## config.mk

```make
export PLATFORM = sky130hd
export DESIGN_NAME = serial_adder_n
export DESIGN_NICKNAME = d
export VERILOG_FILES = /design/src/rtl/adder_pkg.sv /design/src/rtl/serial_adder_n_digit.sv /design/src/rtl/serial_adder_n.sv
export SDC_FILE = /design/constraint.sdc
export NUM_CORES = 1
export LEC_CHECK = 0
export ABC_AREA = 1
export ABC_CLOCK_PERIOD_IN_PS = 2600
export CORE_ASPECT_RATIO = 1.5
export CORE_UTILIZATION = 57
export CTS_CLUSTER_DIAMETER = 50
export DETAILED_ROUTE_END_ITERATION = 8
export HOLD_SLACK_MARGIN = 0.03
export PLACE_DENSITY = 0.85
export SYNTH_ARGS = -nofsm -noshare
export SYNTH_HDL_FRONTEND = slang
export SYNTH_HIERARCHICAL = 1
export SYNTH_SLANG_ARGS = --single-unit
```

## constraint.sdc

```tcl
create_clock -name clk -period 2.6 [get_ports clk]
set_input_delay 0.26 -clock clk [delete_from_list [all_inputs] [get_ports clk]]
set_output_delay 0.26 -clock clk [all_outputs]
set_load 0.02 [all_outputs]
```

## src/rtl/adder_pkg.sv

```systemverilog
// Shared types and helpers for the serial adder: FSM encoding, counter sizing,
// and the decoder-based full-adder cell.
package adder_pkg;

    typedef enum logic [1:0] {
        IDLE = 2'd0,
        RUN  = 2'd1,
        DONE = 2'd2
    } state_e;

    // Counter width for n states, never narrower than one bit.
    function automatic int clog2(input int n);
        int w;
        w = 1;
        while ((1 << w) < n) w++;
        return w;
    endfunction

    // Full adder built from a 3-to-8 minterm decoder; returns {carry, sum}.
    function automatic logic [1:0] fa_decode(input logic a, input logic b, input logic c);
        logic [7:0] m;
        m = 8'b1 << {a, b, c};
        return {m[3] | m[5] | m[6] | m[7], m[1] | m[2] | m[4] | m[7]};
    endfunction

endpackage

```

## src/rtl/serial_adder_n_digit.sv

```systemverilog
// Purpose: DIGIT-bit combinational ripple of decoder-based full adders.
// Latency: purely combinational, zero cycles.
// Backpressure: none; outputs follow inputs continuously.
module digit_adder
    import adder_pkg::*;
#(
    parameter int DIGIT = 1
) (
    input  logic [DIGIT-1:0] a,
    input  logic [DIGIT-1:0] b,
    input  logic             c_in,
    output logic [DIGIT-1:0] sum,
    output logic             c_out,
    output logic             c_msb
);

    logic carry_w;

    always_comb begin
        sum     = '0;
        c_msb   = 1'b0;
        carry_w = c_in;
        for (int i = 0; i < DIGIT; i++) begin
            // Carry entering the top bit survives the loop for overflow detection.
            c_msb = carry_w;
            {carry_w, sum[i]} = fa_decode(a[i], b[i], carry_w);
        end
        c_out = carry_w;
    end

endmodule

```

## src/rtl/serial_adder_n.sv

```systemverilog
// Purpose: multi-cycle add/subtract of two WIDTH-bit operands, DIGIT bits per clock.
// Latency: WIDTH/DIGIT + 1 cycles from accepted start to the done pulse.
// Backpressure: start is ignored while busy; no queueing, caller retries after done.
module serial_adder_n
    import adder_pkg::*;
#(
    parameter int WIDTH = 32,
    parameter int DIGIT = 1
) (
    input  logic             clk,
    input  logic             reset,
    input  logic             start,
    input  logic             sub,
    input  logic [WIDTH-1:0] a,
    input  logic [WIDTH-1:0] b,
    input  logic             c_in,
    output logic             busy,
    output logic             done,
    output logic [WIDTH-1:0] sum,
    output logic             c_out,
    output logic             overflow
);

    localparam int N  = WIDTH / DIGIT;
    localparam int CW = clog2(N);

    state_e           state_q, state_d;
    logic [CW-1:0]    cnt_q, cnt_d;
    logic [WIDTH-1:0] a_sh_q, a_sh_d;
    logic [WIDTH-1:0] b_sh_q, b_sh_d;
    logic [WIDTH-1:0] res_q, res_d;
    logic [WIDTH-1:0] sum_q, sum_d;
    logic             carry_q, carry_d;
    logic             c_out_q, c_out_d;
    logic             ovf_q, ovf_d;

    logic [DIGIT-1:0] dig_sum;
    logic             dig_cout;
    logic             dig_cmsb;

    digit_adder #(
        .DIGIT (DIGIT)
    ) u_digit (
        .a     (a_sh_q[DIGIT-1:0]),
        .b     (b_sh_q[DIGIT-1:0]),
        .c_in  (carry_q),
        .sum   (dig_sum),
        .c_out (dig_cout),
        .c_msb (dig_cmsb)
    );

    always_comb begin
        state_d = state_q;
        cnt_d   = cnt_q;
        a_sh_d  = a_sh_q;
        b_sh_d  = b_sh_q;
        res_d   = res_q;
        sum_d   = sum_q;
        carry_d = carry_q;
        c_out_d = c_out_q;
        ovf_d   = ovf_q;

        case (state_q)
            IDLE, DONE: begin
                state_d = IDLE;
                if (start) begin
                    // Subtraction is a + ~b + 1, so the operand is inverted at capture.
                    state_d = RUN;
                    a_sh_d  = a;
                    b_sh_d  = b ^ {WIDTH{sub}};
                    carry_d = sub | c_in;
                    cnt_d   = '0;
                end
            end
            RUN: begin
                a_sh_d  = a_sh_q >> DIGIT;
                b_sh_d  = b_sh_q >> DIGIT;
                // Digits enter at the top so the LSB digit lands at bit 0 after N shifts.
                res_d   = (res_q >> DIGIT) | (WIDTH'(dig_sum) << (WIDTH - DIGIT));
                carry_d = dig_cout;
                cnt_d   = cnt_q + 1'b1;
                if (cnt_q == CW'(N - 1)) begin
                    state_d = DONE;
                    sum_d   = res_d;
                    c_out_d = dig_cout;
                    ovf_d   = dig_cout ^ dig_cmsb;
                end
            end
            default: state_d = IDLE;
        endcase
    end

    always_ff @(posedge clk) begin
        if (reset) begin
            state_q <= IDLE;
            cnt_q   <= '0;
            a_sh_q  <= '0;
            b_sh_q  <= '0;
            res_q   <= '0;
            sum_q   <= '0;
            carry_q <= 1'b0;
            c_out_q <= 1'b0;
            ovf_q   <= 1'b0;
        end else begin
            state_q <= state_d;
            cnt_q   <= cnt_d;
            a_sh_q  <= a_sh_d;
            b_sh_q  <= b_sh_d;
            res_q   <= res_d;
            sum_q   <= sum_d;
            carry_q <= carry_d;
            c_out_q <= c_out_d;
            ovf_q   <= ovf_d;
        end
    end

    assign busy     = (state_q == RUN);
    assign done     = (state_q == DONE);
    assign sum      = sum_q;
    assign c_out    = c_out_q;
    assign overflow = ovf_q;

endmodule

```

==> results_dict.tcl <==
set metrics [dict create \
    setup-violations-final 0 \
    clk_pin_slew_worst_paths_ns 0.06 \
    vias 5647 \
    synthesis.nets 957 \
    cellLeakagePower_nw 3.57 \
    ir_drop_mv 0.539 \
    final_cell_area_um2 7660 \
    clk_path_buf_depth 2 \
    place.gp.congestion 0.802 \
    fmax_ghz 0.500 \
    syn_area_um2 6000 \
    clock_latency_ns 0.41 \
    hold_path.class "input pin to register" \
    synth_top_cell_by_area "dfxtp_1" \
    design.die.area_um2 11000 \
    holdBufCountCts 0 \
    seq_area_frac_synth_pct 45.7 \
    tightest_slew_ns 0.771 \
    max-cap-violations 0 \
    htree_levels 4 \
    worstSetupPathType "register to output port" \
    finalHoldViolCount 0 \
    route.detailed.wl_per_inst_um 12.1 \
    post-cts-setup-buffer-count 0 \
    worst_slew_margin_rel_pct 48.6 \
    pwr_density_cell_nw_per_um2 692 \
    ys_seq_elements 137 \
    dp.cells 1084 \
    path_cells "inv_2 -> nor2_4 -> clkdlybuf4s50_1" \
    crit_path_start_kind "register" \
    setup-tns-final_ns 0 \
    synth_area_leaders "dfxtp_1 46%, nand2_1 17%, nand3_1 9.2%, inv_1 7.2%, a21oi_1 4.6%" \
    initial_utilization_pct 58.9 \
    placementRows 45 \
    clock-sinks 137 \
    ios 105 \
    drive_above_1_share_pct 5.74 \
    synthToLayoutAreaGrowth_pct 27.6 \
    ys_warn_count 6 \
    grt_pass1_wl_um 23100 \
    drt_iter0_markers 338 \
    antennaDiodeCount 0 \
    mostFrequentLayoutCells "269 x nand2_1, 137 x dfxtp_1, 114 x inv_1" \
    fillCellCount 800 \
    drv_slew 0 \
    rsz0062_at_grt "false" \
    dp_hpwl_um 8300 \
    grt-ovfl-total 0 \
    antenna_found_initial 0 \
    synth_cell_types 22 \
    core_um2 10200 \
    track_usage_pct 26.3 \
    synth.avg_cell_area_um2 6.78 \
    finalNonFillerCells 1116 \
    synth_cells 885 \
    root_buffer "clkbuf_16" \
    placed_area_um2 7060 \
    die_y_um 128 \
    cts_tree "built" \
    utilization_pct 75.2 \
    cpPeakStageDelay_ns 0.61 \
    io_buffers 104 \
    die_w_um 85.8 \
    critPathMaxFanout 4 \
    final_common_cell "nand2_1" \
    routed_via_density 5.06 \
    fin_crit_ns 2.00 \
    grt_pass1_vias 5250 \
    required_ns 2.34 \
    arrival_ns 1.74 \
    numCtsBuffers 17 \
    dr.pass1.iters 5 \
    status "finished, final reports clean" \
    nNetsFinal 1034 \
    critical_path.slowest_cell "clkdlybuf4s50_1" \
    clock_skew_ns 0.0100 \
    setup.worst_path.end_class "output port" \
    ctsResizeCount 0 \
    drc 0 \
    ant_nets 0 \
    synth_top_area_share_pct 45.7 \
    fin_crit_sh_pct 76.9 \
    grt_max_degree 79 \
    routed_wl_um 13500 \
]
==> cell type report <==
type	instances	area, um2	area share [%]
sequential	137	2740	35.8
multi-input combinational	570	2530	33.1
timing repair buffer	117	1160	15.1
clock buffer	20	467	6.09
inverter	119	447	5.83
tap	141	176	2.30
clock inverter	12	139	1.81
==> synth_stat cells <==
| cell type | number |
|---|---|
| a211oi_1 | 14 |
| a21oi_1 | 55 |
| buf_1 | 1 |
| buf_2 | 28 |
| buf_4 | 3 |
| buf_6 | 3 |
| clkbuf_1 | 24 |
| clkinv_1 | 1 |
| dfxtp_1 | 137 |
| fa_1 | 1 |
| ha_1 | 2 |
| inv_1 | 115 |
| inv_2 | 3 |
| nand2_1 | 269 |
| nand2_2 | 3 |
| nand3_1 | 110 |
| nor2_1 | 60 |
| nor2_2 | 1 |
| nor2_4 | 1 |
| o21ai_0 | 50 |
| o21ai_1 | 2 |
| xor2_1 | 2 |
==> kinds of logic after synthesis <==
group	Yosys count	synth area share [%]
XOR/XNOR	2	0.292
AO/OA/AOI/OAI	121	10.7
buffers and inverters	178	12.3
adder cells (fa/ha/maj)	3	0.750
flip-flops	137	45.7
AND/OR/NAND/NOR	444	30.3
==> path summary, 6_finish.rpt <==
kind	slack, ns	depth (start not counted)	start	endpoint
max	0.60	3	state_q[0]$_SDFFE_PP0P_	busy
min	0.28	4	reset	res_q[23]$_SDFFE_PP0P_
max reg2reg	0.65	10	cnt_q[0]$_SDFFE_PP0P_	sum[25]$_SDFFE_PP0P_
min reg2reg	0.46	2	a_sh_q[19]$_SDFFE_PP0P_	a_sh_q[19]$_SDFFE_PP0P_
==> per-layer routing <==
metal	up-vias	global-route usage, %	part of all wire [%]
li1	2912	-	-
met1	2552	31.1	43
met2	158	46.1	51
met3	25	5.02	4.0
met4	0	11.3	2.2
met5	-	0	0
==> power by group <==
group          total (mW)  switching [mW]  leakage [nW]  internal, mW
sequential           2.29          0.0659          1.12          2.22
clock                2.41           0.911         0.286          1.50
combinational       0.601           0.350          2.16         0.251
==> worst max-delay path: cells and delay by family (launching register included) <==
family / cells / cell delay (ns)
buffers and inverters: 2 / 0.72
flip-flops: 1 / 0.49
AND/OR/NAND/NOR: 1 / 0.12
==> state kept, by name (all words and copies together) (netlist names) <==
name / count
a_sh_q: 32
carry_q: 1
state_q: 2
cnt_q: 5
overflow: 1
sum: 32
b_sh_q: 32
res_q: 31
c_out: 1
==> stage by stage <==
stage               worst slack [ns]  power, mW  hold WS (ns)
floorplan                       1.04       2.73         0.408
detailed placement             0.638       2.93         0.456
global route                   0.442       5.51         0.300
finish                         0.601       5.30         0.277
global placement               0.685       2.91         0.452
CTS                            0.594       5.32         0.262
(Power assumes the default switching activity.)
